[src/rtl/pong_input_ctrl.sv]
// Pong input conditioning: bat moves, human detect, start/pause/reset.
// PONG_INPUT_ACCEL_EN enables hold-time acceleration of bat moves.
module pong_input_ctrl (
  input  logic       glb_clk,
  input  logic       reset_n,
  input  logic       vsync,
  input  logic       l_up,
  input  logic       l_dn,
  input  logic       r_up,
  input  logic       r_dn,
  input  logic       btn_start,
  output logic [8:0] lbat_move,
  output logic [8:0] rbat_move,
  output logic       lbat_human,
  output logic       rbat_human,
  output logic       pause,
  output logic       game_reset
);

  typedef enum logic [2:0] {
    S_IDLE,
    S_DEB1,
    S_DEB2,
    S_HELD,
    S_WAIT
  } start_t;

  localparam logic [9:0] IDLE_LAST = 10'd749;
  localparam logic [9:0] IDLE_MAX  = 10'd750;
  localparam logic [6:0] LONG_LAST = 7'd99;

  logic [4:0]      sync1;
  logic [4:0]      sync2;
  logic            vs_d;
  logic            tick;
  logic            start_btn;
  logic [1:0]      up;
  logic [1:0]      dn;
  logic [1:0]      press;
  logic [1:0]      human;
  logic [1:0]      human_nx;
  logic [1:0][9:0] idle_cnt;
  logic [1:0][3:0] mag;
  logic [1:0][8:0] delta;
  logic [1:0][8:0] move;
  start_t          st;
  start_t          st_nx;
  logic [6:0]      hold_frames;
  logic [6:0]      hf_nx;
  logic            toggle;
  logic            fire;
  logic            pause_nx;
`ifdef PONG_INPUT_ACCEL_EN
  logic [1:0][3:0] run;
  logic [1:0][3:0] run_nx;
  logic [1:0]      last_up;
  logic [1:0]      last_dn;
`endif

  assign tick       = vs_d & ~vsync;
  assign start_btn  = sync2[4];
  assign lbat_move  = move[0];
  assign rbat_move  = move[1];
  assign lbat_human = human[0];
  assign rbat_human = human[1];

  // index 0 = left bat, 1 = right bat
  always_comb begin
    for (int b = 0; b < 2; b++) begin
      up[b]    = sync2[2*b] & ~sync2[2*b+1];
      dn[b]    = sync2[2*b+1] & ~sync2[2*b];
      press[b] = sync2[2*b] | sync2[2*b+1];
`ifdef PONG_INPUT_ACCEL_EN
      if ((up[b] & last_up[b]) | (dn[b] & last_dn[b]))
        run_nx[b] = (run[b] == 4'hF) ? 4'hF : run[b] + 4'd1;
      else
        run_nx[b] = '0;
      mag[b] = run_nx[b][3] ? 4'd8 :
               run_nx[b][2] ? 4'd4 : 4'd2;
`else
      mag[b] = 4'd3;
`endif
      if (up[b])
        delta[b] = {5'd0, mag[b]};
      else if (dn[b])
        delta[b] = -{5'd0, mag[b]};
      else
        delta[b] = '0;
      if (press[b])
        human_nx[b] = 1'b1;
      else if (idle_cnt[b] == IDLE_LAST)
        human_nx[b] = 1'b0;
      else
        human_nx[b] = human[b];
    end
  end

  // hold_frames counts pressed frames since the first press
  always_comb begin
    st_nx  = st;
    hf_nx  = hold_frames;
    toggle = 1'b0;
    fire   = 1'b0;
    unique case (st)
      S_IDLE: begin
        if (start_btn) begin
          st_nx = S_DEB1;
          hf_nx = 7'd1;
        end
      end
      S_DEB1, S_DEB2: begin
        if (start_btn) begin
          st_nx = (st == S_DEB1) ? S_DEB2 : S_HELD;
          hf_nx = hold_frames + 7'd1;
        end else begin
          st_nx = S_IDLE;
          hf_nx = '0;
        end
      end
      S_HELD: begin
        if (!start_btn) begin
          toggle = 1'b1;
          st_nx  = S_IDLE;
          hf_nx  = '0;
        end else if (hold_frames == LONG_LAST) begin
          fire  = 1'b1;
          st_nx = S_WAIT;
          hf_nx = '0;
        end else begin
          hf_nx = hold_frames + 7'd1;
        end
      end
      S_WAIT: begin
        if (!start_btn) st_nx = S_IDLE;
      end
      default: begin
        st_nx = S_IDLE;
        hf_nx = '0;
      end
    endcase
    if (human_nx == 2'b00)
      pause_nx = 1'b0;
    else if (fire)
      pause_nx = 1'b0;
    else if (toggle)
      pause_nx = ~pause;
    else
      pause_nx = pause;
  end

  always_ff @(posedge glb_clk) begin
    if (!reset_n) begin
      sync1       <= '0;
      sync2       <= '0;
      vs_d        <= 1'b1;
      st          <= S_IDLE;
      hold_frames <= '0;
      pause       <= 1'b0;
      game_reset  <= 1'b0;
      human       <= '0;
      move        <= '0;
      idle_cnt    <= '0;
`ifdef PONG_INPUT_ACCEL_EN
      run         <= '0;
      last_up     <= '0;
      last_dn     <= '0;
`endif
    end else begin
      sync1      <= {btn_start, r_dn, r_up, l_dn, l_up};
      sync2      <= sync1;
      vs_d       <= vsync;
      game_reset <= 1'b0;
      if (tick) begin
        st          <= st_nx;
        hold_frames <= hf_nx;
        pause       <= pause_nx;
        game_reset  <= fire;
        human       <= human_nx;
        for (int b = 0; b < 2; b++) begin
          move[b] <= human_nx[b] ? delta[b] : '0;
          if (press[b])
            idle_cnt[b] <= '0;
          else if (idle_cnt[b] != IDLE_MAX)
            idle_cnt[b] <= idle_cnt[b] + 10'd1;
        end
`ifdef PONG_INPUT_ACCEL_EN
        run     <= run_nx;
        last_up <= up;
        last_dn <= dn;
`endif
      end
    end
  end

endmodule

[config.mk]
export PLATFORM = sky130hd
export DESIGN_NAME = pong_input_ctrl
export DESIGN_NICKNAME = d
export VERILOG_FILES = /design/src/rtl/pong_input_ctrl.sv
export SDC_FILE = /design/constraint.sdc
export NUM_CORES = 1
export LEC_CHECK = 0
export CAP_MARGIN = 10
export CORE_AREA = 2 2 71 73
export CTS_CLUSTER_SIZE = 16
export DETAILED_ROUTE_END_ITERATION = 16
export DIE_AREA = 0 0 73 75
export MAX_ROUTING_LAYER = met4
export PLACE_DENSITY = 0.83
export REMOVE_ABC_BUFFERS = 1
export SLEW_MARGIN = 25
export SYNTH_ARGS = -nofsm -noshare
export SYNTH_HDL_FRONTEND = slang
export SYNTH_SLANG_ARGS = --single-unit
[constraint.sdc]
create_clock -name glb_clk -period 1.85 [get_ports glb_clk]
set_input_delay 0.2775 -clock glb_clk [delete_from_list [all_inputs] [get_ports glb_clk]]
set_output_delay 0.2775 -clock glb_clk [all_outputs]
set_load 0.02 [all_outputs]
After elaboration in Yosys (flattened, before gate mapping)
Index checks and enable logic that the tools add are counted.
- bits in read-only memories: 0
- bits in latches: 0
- RAM bits: 0
- register bits: 63
- word-level logic and storage cells: 87
- memories kept: 0
- bits of input ports: 8
- muxes and demuxes: 34
- bitwise logic cells: 14
- reduce and logical (&&, ||, !) cells: 12
- add/sub/neg operators: 3
- shift-type cells: 0
- multiply operators: 0
- divide/modulo/power cells: 0
- eq/ne operators: 12
- $lt $le $gt $ge: 0
- operators by type and width (kind ; count):
    2-to-1 mux 9 bit ; 6
    2-to-1 mux 10 bit ; 4
    2-to-1 mux 7 bit ; 4
    case mux 7 bit (4 select lines) ; 1
    adder 10 x 1 -> 10 bit (second input constant) ; 2
    == test 10 bit (second input constant) ; 2
    inequality test 10 bit (second input constant) ; 2
    2-to-1 mux 1 bit ; 13
    2-to-1 mux 3 bit ; 4
    case mux 3 bit (4 select lines) ; 1
    AND reduction 2 bit ; 4
    adder 7 x 1 -> 7 bit (second input constant) ; 1
    == test 7 bit (second input constant) ; 1
    inverter 1 bit ; 7
    == test 3 x 2 -> 1 bit (second input constant) ; 2
    AND 1 bit ; 5
    inequality test 2 bit (second input constant) ; 2
    AND reduction 4 bit ; 1
    nonzero test 2 bit ; 2
    == test 3 x 1 -> 1 bit (second input constant) ; 1
    == test 3 bit (second input constant) ; 1
    zero test 3 bit ; 1
    inequality test 3 bit (second input constant) ; 1
    AND reduction 3 bit ; 1
    5 further kinds ; 6

Logic depth before layout (Yosys ltp)
- word-level depth: 6
- gate-level depth with buffers: 6

Worst setup path after synthesis
No wires, ideal clock.
- path kind: register to register
- from: reg idle_cnt[0] (netlist bit)
- to: reg idle_cnt[1] (netlist bit)
- setup time: 0.070 ns
- slack: 0.367 ns
- required time: 1.780 ns
- cell stages (with the launch flop): 7
- arrival time: 1.413 ns
- path buffers: 0
- cell sequence: dfxtp_1 > inv_1 > ha_1 > nand2_1 > o31ai_2 > or3b_2 > a21oi_1
- longest elaborated chain between the ends: 3
- RTL lines (what ; RTL line ; RTL):
    from (decl) ; 42 ; logic [1:0][9:0] idle_cnt;
    from (signal, indexed assignment) ; 184 ; idle_cnt[b] <= idle_cnt[b] + 10'd1;
    adder 10 x 1 -> 10 bit / inequality test 10 bit (equally long branches) ; 184, 183 ;
    2-to-1 mux 10 bit / nonzero test 2 bit (equally long branches) ; n/a ;
    2-to-1 mux 10 bit / AND reduction 2 bit (equally long branches) ; n/a ;
Parallel ways exist; a longest one is shown, timed or not. The select of a mux whose other input is x is not followed.
A chain may end at the register's enable or synchronous reset.

==> impl_results.md <==
* Status: complete, no violations
* Fill cell count at 386
* Cell Rows at 25
* CTS Buf Count at 5
* Most frequent cells in the layout: 51 x dfxtp_1, 29 x clkdlybuf4s50_1, 25 x nand2_1
* CP bufs+invs at 1
* Pre-CTS WS at -0.0145 ns
* Core area at roughly 4700 um^2
* Largest net degree at the start of global routing at 19
* Crit-path cells: clkdlybuf4s50_1
* Reg2reg setup slack at 0.19 ns
* Post-placement cell count at between 300 and 400
* Slew Limit Headroom at 59.7%
* Area growth syn-to-layout at 19.1%
* Hold depth at 1
* #FFs+latches synth at 51
* Worst reg2reg path startpoint: sync2[2]
* R2R Path End: idle_cnt[10]
* Largest stage delay on the critical path at between 0.6 and 0.7 ns
* I/O pin count at 30
* WL/cell at roughly 13 um
* Max-slew violation count at 0
* Fin Setup TNS at 0 ns
* RSZ-0062 raised after global routing: no
* Hold Fails Final Rpt at 0
* Worst Tran Pin Value at 0.590 ns
* Die H at 75 um
* Min-delay src: sync1[0]
* Post-synth EDFFs at 0
* # DRC at 0
* Arr. time, crit path at between 1 and 1.5 ns
* Worst Path Max Fanout at 8
* Antenna Violating Nets Remaining at 0
* First-pass GRT wire length at around 8700 um
* Post-Route WL at roughly 5000 um
* First-pass DRT Iterations at 4
* Buffer depth of the longest clock path at 2
* Routed length on met2 at 2220 um
* Initial drt markers at 132
* Max Freq at between 0.5 and 0.6 GHz
* Setup crit start kind: flop
* Final Instance Count excl. Fillers at between 300 and 400
* Peak VDD IR at 0.000480 V
* HP Class: flop to flop
* Synth Area per Inst at roughly 9 um^2
* Via-per-instance ratio at around 5.6
* Met3 Wirelength at around 260 um
* CP Depth at 1
* Final instance area at 2950 um^2
* Gpl congestion at 0.884
* Synthesized area at 2470 um^2
* Endpoints failing setup at 0
* Clk_lat worst skew at 0.31 ns
* Crit path max-delay family: buffers and inverters
* Port bufs at 29
* Ys async rst share at 0%
* Leak pwr at roughly 1 nW
* Tcrit/Tclk final at a little over 90%
* Met1 WL at approximately 2400 um
* Most common cell after layout, fill and taps aside: dfxtp_1
* CP endpoint kind: output port
* Fin worst setup slack at 0.137 ns
* H-tree Lvls at 2
* Hold path endpoint: sync2[0]
* Die area at ~5500 um^2
* Vias at ~2100
* Worst EP required at between 1.5 and 2 ns
* Setup CP Type: flop to output port
* Area after DPL at about 2900 um^2
* Initial antenna violation count at 0
* Grt total ovfl at 0
* Vias in the first global route at slightly below 2000
* CTS Hold Buffers Added at 0
* Slowest cell on crit path: clkdlybuf4s50_1
* Min cycle time layout at roughly 1.7 ns
* R2R cell count at 7
* Register area share after synthesis at 41.3%
* Setup bufs post-CTS at 0
* Inserted Diodes at 0
* Total power at between 1.5 and 2 mW
* Max_cap viols at 0
* Top Layer Used: met4
* Top FF cell, synth: dfxtp_1
* Setup Skew at 0.00912 ns
* CTS tree: done
* Initial core utilization at 53.1%
* Die Wd at approximately 73 um
* Yosys Warn Count at 0
* Unique cell type count in the Yosys netlist at between 40 and 50
* Hpwl dp at between 3000 and 4000 um
* Layout cells sized above 1 at approximately a tenth
* CTS Sinks at 51
* Post-Syn Instances at 282
* Clock slew at reported path FFs at 0.08 ns
* Pwr dens at between 600 and 700 nW/um^2
* GRT Overall Usage at 20.7%
* Root Driver: clkbuf_8
* Nets at between 300 and 400
-- final cells by class --
type,instances,area [um^2],area share (%)
Sequential cell,51,1020,34.6
Timing Repair Buffer,49,440,14.9
Clock inverter,2,12.5,0.425
Multi-Input combinational cell,193,1260,42.9
Tap cell,54,67.6,2.29
Clock buffer,6,72.6,2.46
Inverter,18,67.6,2.29
-- power by group --
part           switching, mW  internal [mW]  leakage [nW]
Clock                  0.365          0.265        0.0412
Combinational          0.109         0.0995         0.519
Sequential            0.0247           1.12         0.414
Total                  0.498           1.49         0.974
-- stage by stage --
stage          utilization (%)  hold slack, ns
2_1_floorplan                -           0.351
3_3_place_gp              61.2           0.413
3_5_place_dp              61.2           0.422
4_1_cts                   63.1           0.443
5_1_grt                   63.2           0.462
6_report                  63.2           0.442
-- routing by layer --
metal / vias to the layer above / track usage [%]
li1: 1050 / -
met3: 9 / 5.76
met2: 56 / 32.0
met1: 957 / 25.6
met4: 0 / 8.44
met5: - / -
-- cells by family (layout without fill, tap and decap cells) --
logic type | after synthesis | after routing | synth area share [%]
flops | 51 | 51 | 41.3
simple gates | 104 | 104 | 22.9
compound gates | 61 | 61 | 16.0
buf+inv | 38 | 75 | 7.94
xor+xnor | 15 | 15 | 5.31
fa+ha+maj | 13 | 13 | 6.57
-- synthesized netlist by cell type, drive strengths merged (4+ instances only) --
cell type | count | area share [%]
a2111oi | 4 | 1.5
a21oi | 24 | 4.9
and2 | 12 | 3.0
buf | 15 | 4.4
clkbuf | 5 | 0.76
dfxtp | 51 | 41
ha | 13 | 6.6
inv | 18 | 2.7
nand2 | 25 | 3.8
nand3 | 10 | 2.0
nor2 | 19 | 2.9
nor3 | 5 | 1.0
nor4 | 5 | 1.3
o21ai | 16 | 3.2
o31ai | 6 | 2.0
or3 | 6 | 1.5
xnor2 | 13 | 4.6
-- worst max-delay path by stage --
stage,startpoint,end
3_3_place_gp,vsync,idle_cnt[18]
4_1_cts,lbat_move[7],lbat_move[4]
2_1_floorplan,vs_d,idle_cnt[1]
5_1_grt,sync2[3],idle_cnt[11]
6_report,lbat_move[7],lbat_move[4]
3_5_place_dp,vsync,idle_cnt[14]
-- sequential cells by signal (all words and copies together), names as in the netlist --
signal       flops
game_reset       1
rbat_move        3
vs_d             1
human            2
idle_cnt        20
pause            1
st               3
lbat_move        3
sync2            5
hold_frames      7
sync1            5
-- timing repair --
| item | 4_1_cts | 5_1_grt |
|---|---|---|
| endpoints found under the hold margin | 0 | 0 |
| gates resized for setup | 0 | 1 |
| endpoints found under the setup margin | 0 | 1 |
Power figures use the tool's default switching activity.
